### config.mk
export PLATFORM = sky130hd
export DESIGN_NAME = id_ex_stage
export DESIGN_NICKNAME = d
export VERILOG_FILES = /design/src/rtl/id_ex_stage.sv
export SDC_FILE = /design/constraint.sdc
export NUM_CORES = 1
export LEC_CHECK = 0
export CORE_ASPECT_RATIO = 0.9
export CORE_MARGIN = 2
export CORE_UTILIZATION = 43
export DETAILED_ROUTE_END_ITERATION = 8
export PLACE_DENSITY = 0.91
export SLEW_MARGIN = 30
export SYNTH_ARGS = -nofsm -noshare
export SYNTH_HDL_FRONTEND = slang
export SYNTH_SLANG_ARGS = --single-unit
### constraint.sdc
create_clock -name clk_i -period 4.95 [get_ports clk_i]
set_input_delay 0.99 -clock clk_i [delete_from_list [all_inputs] [get_ports clk_i]]
set_output_delay 0.99 -clock clk_i [all_outputs]
set_load 0.03 [all_outputs]
### src/rtl/id_ex_stage.sv
// id_ex_stage: ID/EX pipeline register of the five-stage RISC-V core, with
// load-use hazard detection and a saturating bubble counter.
//
// Ports:
//   clk_i, rst_i                  clock, synchronous active-high reset
//   valid_i                       ID stage holds a real instruction
//   RegWrite_i .. Branch_i        decoded control bits
//   ALUOp_i [1:0]                 ALU class (00 I/load, 01 store, 10 R, 11 branch)
//   RS1data_i, RS2data_i, Imm_i   operands and sign-extended immediate
//   funct_i [9:0]                 {funct7, funct3}
//   RS1addr_i, RS2addr_i, RDaddr_i register indices
//   flush_i                       squash the instruction entering EX
//   hold_i                        downstream freeze, register keeps contents
//   *_o                           registered copies of the inputs, valid_o
//   stall_o                       combinational stall request to PC and IF/ID
//   bubble_cnt_o [CNT_W-1:0]      bubbles inserted by flush or hazard since reset
module id_ex_stage #(
  parameter int CNT_W = 16
) (
  input  logic              clk_i,
  input  logic              rst_i,
  input  logic              valid_i,
  input  logic              RegWrite_i,
  input  logic              MemtoReg_i,
  input  logic              MemRead_i,
  input  logic              MemWrite_i,
  input  logic              ALUSrc_i,
  input  logic              Branch_i,
  input  logic [1:0]        ALUOp_i,
  input  logic [31:0]       RS1data_i,
  input  logic [31:0]       RS2data_i,
  input  logic [31:0]       Imm_i,
  input  logic [9:0]        funct_i,
  input  logic [4:0]        RS1addr_i,
  input  logic [4:0]        RS2addr_i,
  input  logic [4:0]        RDaddr_i,
  input  logic              flush_i,
  input  logic              hold_i,
  output logic              valid_o,
  output logic              RegWrite_o,
  output logic              MemtoReg_o,
  output logic              MemRead_o,
  output logic              MemWrite_o,
  output logic              ALUSrc_o,
  output logic              Branch_o,
  output logic [1:0]        ALUOp_o,
  output logic [31:0]       RS1data_o,
  output logic [31:0]       RS2data_o,
  output logic [31:0]       Imm_o,
  output logic [9:0]        funct_o,
  output logic [4:0]        RS1addr_o,
  output logic [4:0]        RS2addr_o,
  output logic [4:0]        RDaddr_o,
  output logic              stall_o,
  output logic [CNT_W-1:0]  bubble_cnt_o
);

  logic haz;
  logic squash;
  logic bubble;

  function automatic logic [CNT_W-1:0] sat_inc(input logic [CNT_W-1:0] v);
    if (&v) return v;
    return v + 1'b1;
  endfunction

  // Both source indices are compared regardless of opcode; a false stall on
  // an I-type instruction costs one cycle but never breaks correctness.
  assign haz = valid_o & MemRead_o & (RDaddr_o != 5'd0) & valid_i &
               ((RDaddr_o == RS1addr_i) | (RDaddr_o == RS2addr_i));

  assign stall_o = haz | hold_i;
  assign squash  = flush_i | haz;
  assign bubble  = squash | ~valid_i;

  // ---- EX stage boundary ----
  // A bubble zeroes every field so forwarding logic never matches a stale RDaddr_o.
  always_ff @(posedge clk_i) begin
    if (rst_i || (!hold_i && bubble)) begin
      valid_o    <= 1'b0;
      RegWrite_o <= 1'b0;
      MemtoReg_o <= 1'b0;
      MemRead_o  <= 1'b0;
      MemWrite_o <= 1'b0;
      ALUSrc_o   <= 1'b0;
      Branch_o   <= 1'b0;
      ALUOp_o    <= 2'b00;
      RS1data_o  <= '0;
      RS2data_o  <= '0;
      Imm_o      <= '0;
      funct_o    <= '0;
      RS1addr_o  <= '0;
      RS2addr_o  <= '0;
      RDaddr_o   <= '0;
    end else if (!hold_i) begin
      valid_o    <= 1'b1;
      RegWrite_o <= RegWrite_i;
      MemtoReg_o <= MemtoReg_i;
      MemRead_o  <= MemRead_i;
      MemWrite_o <= MemWrite_i;
      ALUSrc_o   <= ALUSrc_i;
      Branch_o   <= Branch_i;
      ALUOp_o    <= ALUOp_i;
      RS1data_o  <= RS1data_i;
      RS2data_o  <= RS2data_i;
      Imm_o      <= Imm_i;
      funct_o    <= funct_i;
      RS1addr_o  <= RS1addr_i;
      RS2addr_o  <= RS2addr_i;
      RDaddr_o   <= RDaddr_i;
    end
  end

  // Only flush- or hazard-induced bubbles count; idle cycles (!valid_i) do not,
  // and a simultaneous flush and hazard is still a single bubble.
  always_ff @(posedge clk_i) begin
    if (rst_i) begin
      bubble_cnt_o <= '0;
    end else if (!hold_i && squash) begin
      bubble_cnt_o <= sat_inc(bubble_cnt_o);
    end
  end

endmodule

* After elaboration in Yosys (flattened, before gate mapping)
Index checks and enable logic that the tools add are counted.
Widths: inputs -> output; s select.
** Storage, ports and cells
- Register bits after elaboration :: 146
- Bits in latches :: 0
- Memory bits (writable) :: 0
- Bits in read-only memories :: 0
- Input bits :: 134
- Output and inout port bits :: 147
- Logic and storage cells :: 40
- Memories :: 0
** Operators by class
- $add $sub $neg :: 1
- Multiply operators :: 0
- Div/mod/pow operators :: 0
- $lt $le $gt $ge :: 0
- Equal/unequal tests :: 3
- Shifts and indexed selects :: 0
- Muxes and demuxes :: 4
- Bitwise gates (word level) :: 9
- Reduce and logical (&&, ||, !) cells :: 7
** Operators with widths (number)
- $add 16x1->16 const B :: 1
- $mux 16 :: 1
- $reduce_and 16->1 :: 1
- $eq 5x5->1 :: 2
- $reduce_bool 5->1 :: 1
- $and 1x1->1 :: 4
- $or 1x1->1 :: 4
- $mux 1 :: 3
- $logic_and 1x1->1 :: 2
- $ne 2x2->1 const B :: 1
- $reduce_and 2->1 :: 1
- $logic_not 1->1 :: 1
- $logic_or 1x1->1 :: 1
- $not 1->1 :: 1

* Logic depth before layout (Yosys ltp)
- Depth after elaboration :: 10
- Depth in mapped cells :: 8
- Gate-level depth less buffers :: 7

* Least setup slack after synthesis
OpenSTA, ideal clock, no wires.
- Path type :: input to output
- Start :: input RS2addr_i[4]
- End :: output stall_o
- Arrival :: 1804 ps
- Required time :: 3960 ps
- Slack :: 2156 ps
- Stages :: 5
- Buffers on the path :: 0
- Cells stage by stage :: xor2_1 > nor3_2 > a22o_2 > nand2_1 > nand2_1
** On the way
- Word-level cells in the longest chain between the ends :: 4
** RTL lines
- from (decl) :: line 35 : input logic [4:0] RS2addr_i,
- $eq 5x5->1 :: line 70 : ((RDaddr_o == RS1addr_i) | (RDaddr_o == RS2addr_i));
- $or 1x1->1 :: line 70
- $and 1x1->1 :: line 69 : assign haz = valid_o & MemRead_o & (RDaddr_o != 5'd0) & valid_i &
- $or 1x1->1 :: line 72 : assign stall_o = haz | hold_i;
- to (decl) :: line 54 : output logic stall_o,
No other way between the ends.

* Worst setup path in the final report
- Start :: input RS2addr_i[1]
- End :: output stall_o
Same word-level chain as after synthesis.

==> impl_metrics.tcl <==
set metrics [dict create \
    yosys.area.top_type "dfxtp_1" \
    yosys.cell_types.count 36 \
    cpPeakStageDelay_ns 0.68 \
    hold_end "RS2data_o[31]" \
    required_ns 3.96 \
    wl_per_cell_um 16.5 \
    dr_total_vias 4944 \
    first_iter_violations 220 \
    antenna_cells 0 \
    finalMaxSlewViolations 0 \
    worst_pin_slew_ns 0.923 \
    finalWirelength_mm 16.3 \
    fin_crit_ns 3.91 \
    grt-ovfl-total 0 \
    multi_input_area_um2 2430 \
    synthCells 540 \
    timing.rr.end "Imm_o[15]" \
    nets 945 \
    critPathTopFamily "buffers and inverters" \
    slew_headroom_pct 38.5 \
    status "completed" \
    post_cts_buffers 0 \
    ant_nets 0 \
    switchingPower_uw 761 \
    drv_cap 0 \
    timing.final.crit_share_pct 79.1 \
    layout_common_cells "clkdlybuf4s50_1, dfxtp_1, nor2_1, mux2i_1, clkbuf_16" \
    fin_skew_ns 0.0112 \
    cts_resized 0 \
    dr_wl_met3_mm 1.42 \
    layout_commonest_cell "clkdlybuf4s50_1" \
    yosysTopAreaCellShare_pct 53.2 \
    start_util_pct 43.7 \
    globalplace.congestion 0.860 \
    grt_max_degree 99 \
    dpl_worst_slack_ns 1.05 \
    die_x_um 123 \
    io_buffer_count 280 \
    syn_to_final_growth_pct 64.5 \
    clk-insertion-delay-late_ns 0.42 \
    drc 0 \
    setup_slack_ns 1.04 \
    ioPinCount 281 \
    p_leak_nw 3.75 \
    finalHoldViolCount 0 \
    cp_slowest_cell "clkdlybuf4s50_1" \
    cp-end-kind "output pin" \
    core_um2 12600 \
    crit_type "in2out" \
    rr_startpoint "RDaddr_o[1]" \
    ff_latch_area_um2 2920 \
    viasPerCell 5.01 \
    die_area_um2 13700 \
    hpwlAfterDp_mm 11.8 \
    met2WireLength_mm 8.35 \
    seq_area_frac_synth_pct 53.2 \
    ys.flop_type "dfxtp_1" \
    cts.clk_slew.worst_paths_ns 0.06 \
    critical_path_arrival_ns 2.92 \
    min_path_cells 2 \
    syn_avg_cell_area_um2 10.2 \
    synth-edff-count 0 \
    fmax_mhz 256 \
    synth_nets 675 \
    cts_buffer_depth 2 \
    ir_drop_uv 260 \
    cp-start-kind "primary input" \
    cts_tree "built" \
    setup_viol 0 \
    cts_hold_buf 0 \
    cellPowerDensity_nw_per_um2 345 \
    met1_length_mm 6.02 \
    nFillCells 867 \
    grt_usage_pct 23.5 \
    reg2reg_slack_ns 2.58 \
    ys_ff_latch 146 \
    p_int_mw 2.36 \
    setup_tns_ns 0 \
    cts_buffers 17 \
    top_layer "met4" \
    num_rows 39 \
    seqPwrFrac_pct 40.5 \
    antenna_found_initial 0 \
    drtPass1Iterations 5 \
    synth-async-reset-ratio_pct 0 \
    switching_share_pct 24.4 \
    grt_pass1_vias 4986 \
    p_clk_share_pct 43.4 \
    die_h_um 111 \
    syn-cell-area_um2 5500 \
    hp-start "RS2data_o[31]" \
    cts_root_buf "clkbuf_16" \
    min_path_type "reg2reg" \
    critPathBufInv 2 \
    grt_pass1_wl_mm 24.8 \
    combPwrFrac_pct 16.1 \
    drive_gt1_share_pct 5.47 \
    clock_sinks 146 \
    critPathMaxFanout 2 \
    yosys-top-cells-area "dfxtp_1, mux2i_1, nor2_1" \
    cts_htree_levels 4 \
    crit_chain "clkdlybuf4s50_1 > xor2_1 > nor2_1 > a22o_2 > nand2_1 > nand2_1 > clkdlybuf4s50_1" \
    ff2ff_path_depth 7 \
    ys_warn_count 0 \
    rsz0062_at_grt "false" \
]
## per-layer routing
layer,vias to the layer above,global-route usage [%]
met5,-,0
met2,221,41.6
met4,0,11.7
li1,2363,-
met3,41,8.23
met1,2319,24.0
## logic make-up after synthesis
family          count (synthesis)  synth area share [%]
fa+ha+maj                       1                 0.228
simple gates                  188                  14.4
buf+inv                        36                  2.85
compound gates                 23                  3.16
mux                           129                  23.5
flops                         146                  53.2
xor+xnor                       17                  2.71
## how the worst max path moves through the flow
stage,start,endpoint,slack (ns),cells after the start
floorplan,RS2addr_i[4],stall_o,2.16,5
global placement,RS2addr_i[4],stall_o,1.01,7
detailed placement,RS2addr_i[4],stall_o,1.05,7
CTS,RS2addr_i[4],stall_o,1.04,7
global route,RS1addr_i[4],stall_o,0.96,7
finish,RS2addr_i[1],stall_o,1.04,7
## worst reg2reg max path, cell delays in order (launching register included)
cell and delay (ns):
dfxtp_1 0.49, xor2_1 0.15, nor3_2 0.26, a22o_2 0.20
a21oi_2 0.11, a31oi_4 0.24, buf_6 0.55, nor2_1 0.22
## sequential cells by signal (all words and copies together), names as in the netlist
name and count:
Imm_o 32, RS1data_o 32, RS2data_o 32, bubble_cnt_o 16, funct_o 10, RDaddr_o 5, RS1addr_o 5, RS2addr_o 5
ALUOp_o 2, ALUSrc_o 1, Branch_o 1, MemRead_o 1, MemWrite_o 1, MemtoReg_o 1, RegWrite_o 1, valid_o 1
## through the flow
step | instances | utilization [%] | hold WS (ns) | instance area (µm²) | total power, mW
after CTS | 986 | 71.8 | 0.496 | 9040 | 3.14
after global routing | 986 | 71.8 | 0.516 | 9040 | 3.21
final | 986 | 71.8 | 0.492 | 9040 | 3.12
after global placement | 955 | 66.8 | 0.469 | 8410 | 1.77
after detailed placement | 955 | 66.8 | 0.470 | 8410 | 1.79
after floorplan | 540 | - | 0.586 | 5500 | 1.54
## power by group through the flow
stage | clock (mW) | combinational [mW] | sequential (mW)
6_report | 1.35 | 0.502 | 1.26
2_1_floorplan | 0 | 0.148 | 1.39
5_1_grt | 1.42 | 0.530 | 1.27
3_3_place_gp | 0 | 0.491 | 1.28
3_5_place_dp | 0 | 0.500 | 1.29
4_1_cts | 1.37 | 0.505 | 1.26
## synthesized netlist by cell type (all sizes together), types with 2 or more instances
library cell  instances
dfxtp               146
nor2                143
mux2i               129
clkbuf               21
nand2                13
buf                  12
xor2                 11
a21oi                10
nor3                  8
xnor2                 6
nand3                 5
and2                  3
and3                  3
inv                   3
nand4                 3
or4                   3
a31o                  2
o21ai                 2
o31ai                 2
or3                   2
## area by class of cell
cell class	instances	share of cell area [%]
clock buffers	21	5.20
inverters	3	0.125
multi-input cells	358	26.9
repair buffers	284	31.4
flip-flops and latches	146	32.3
well taps	164	2.27
clock inverters	10	1.73
No activity file was read; power rests on OpenSTA's default activity.
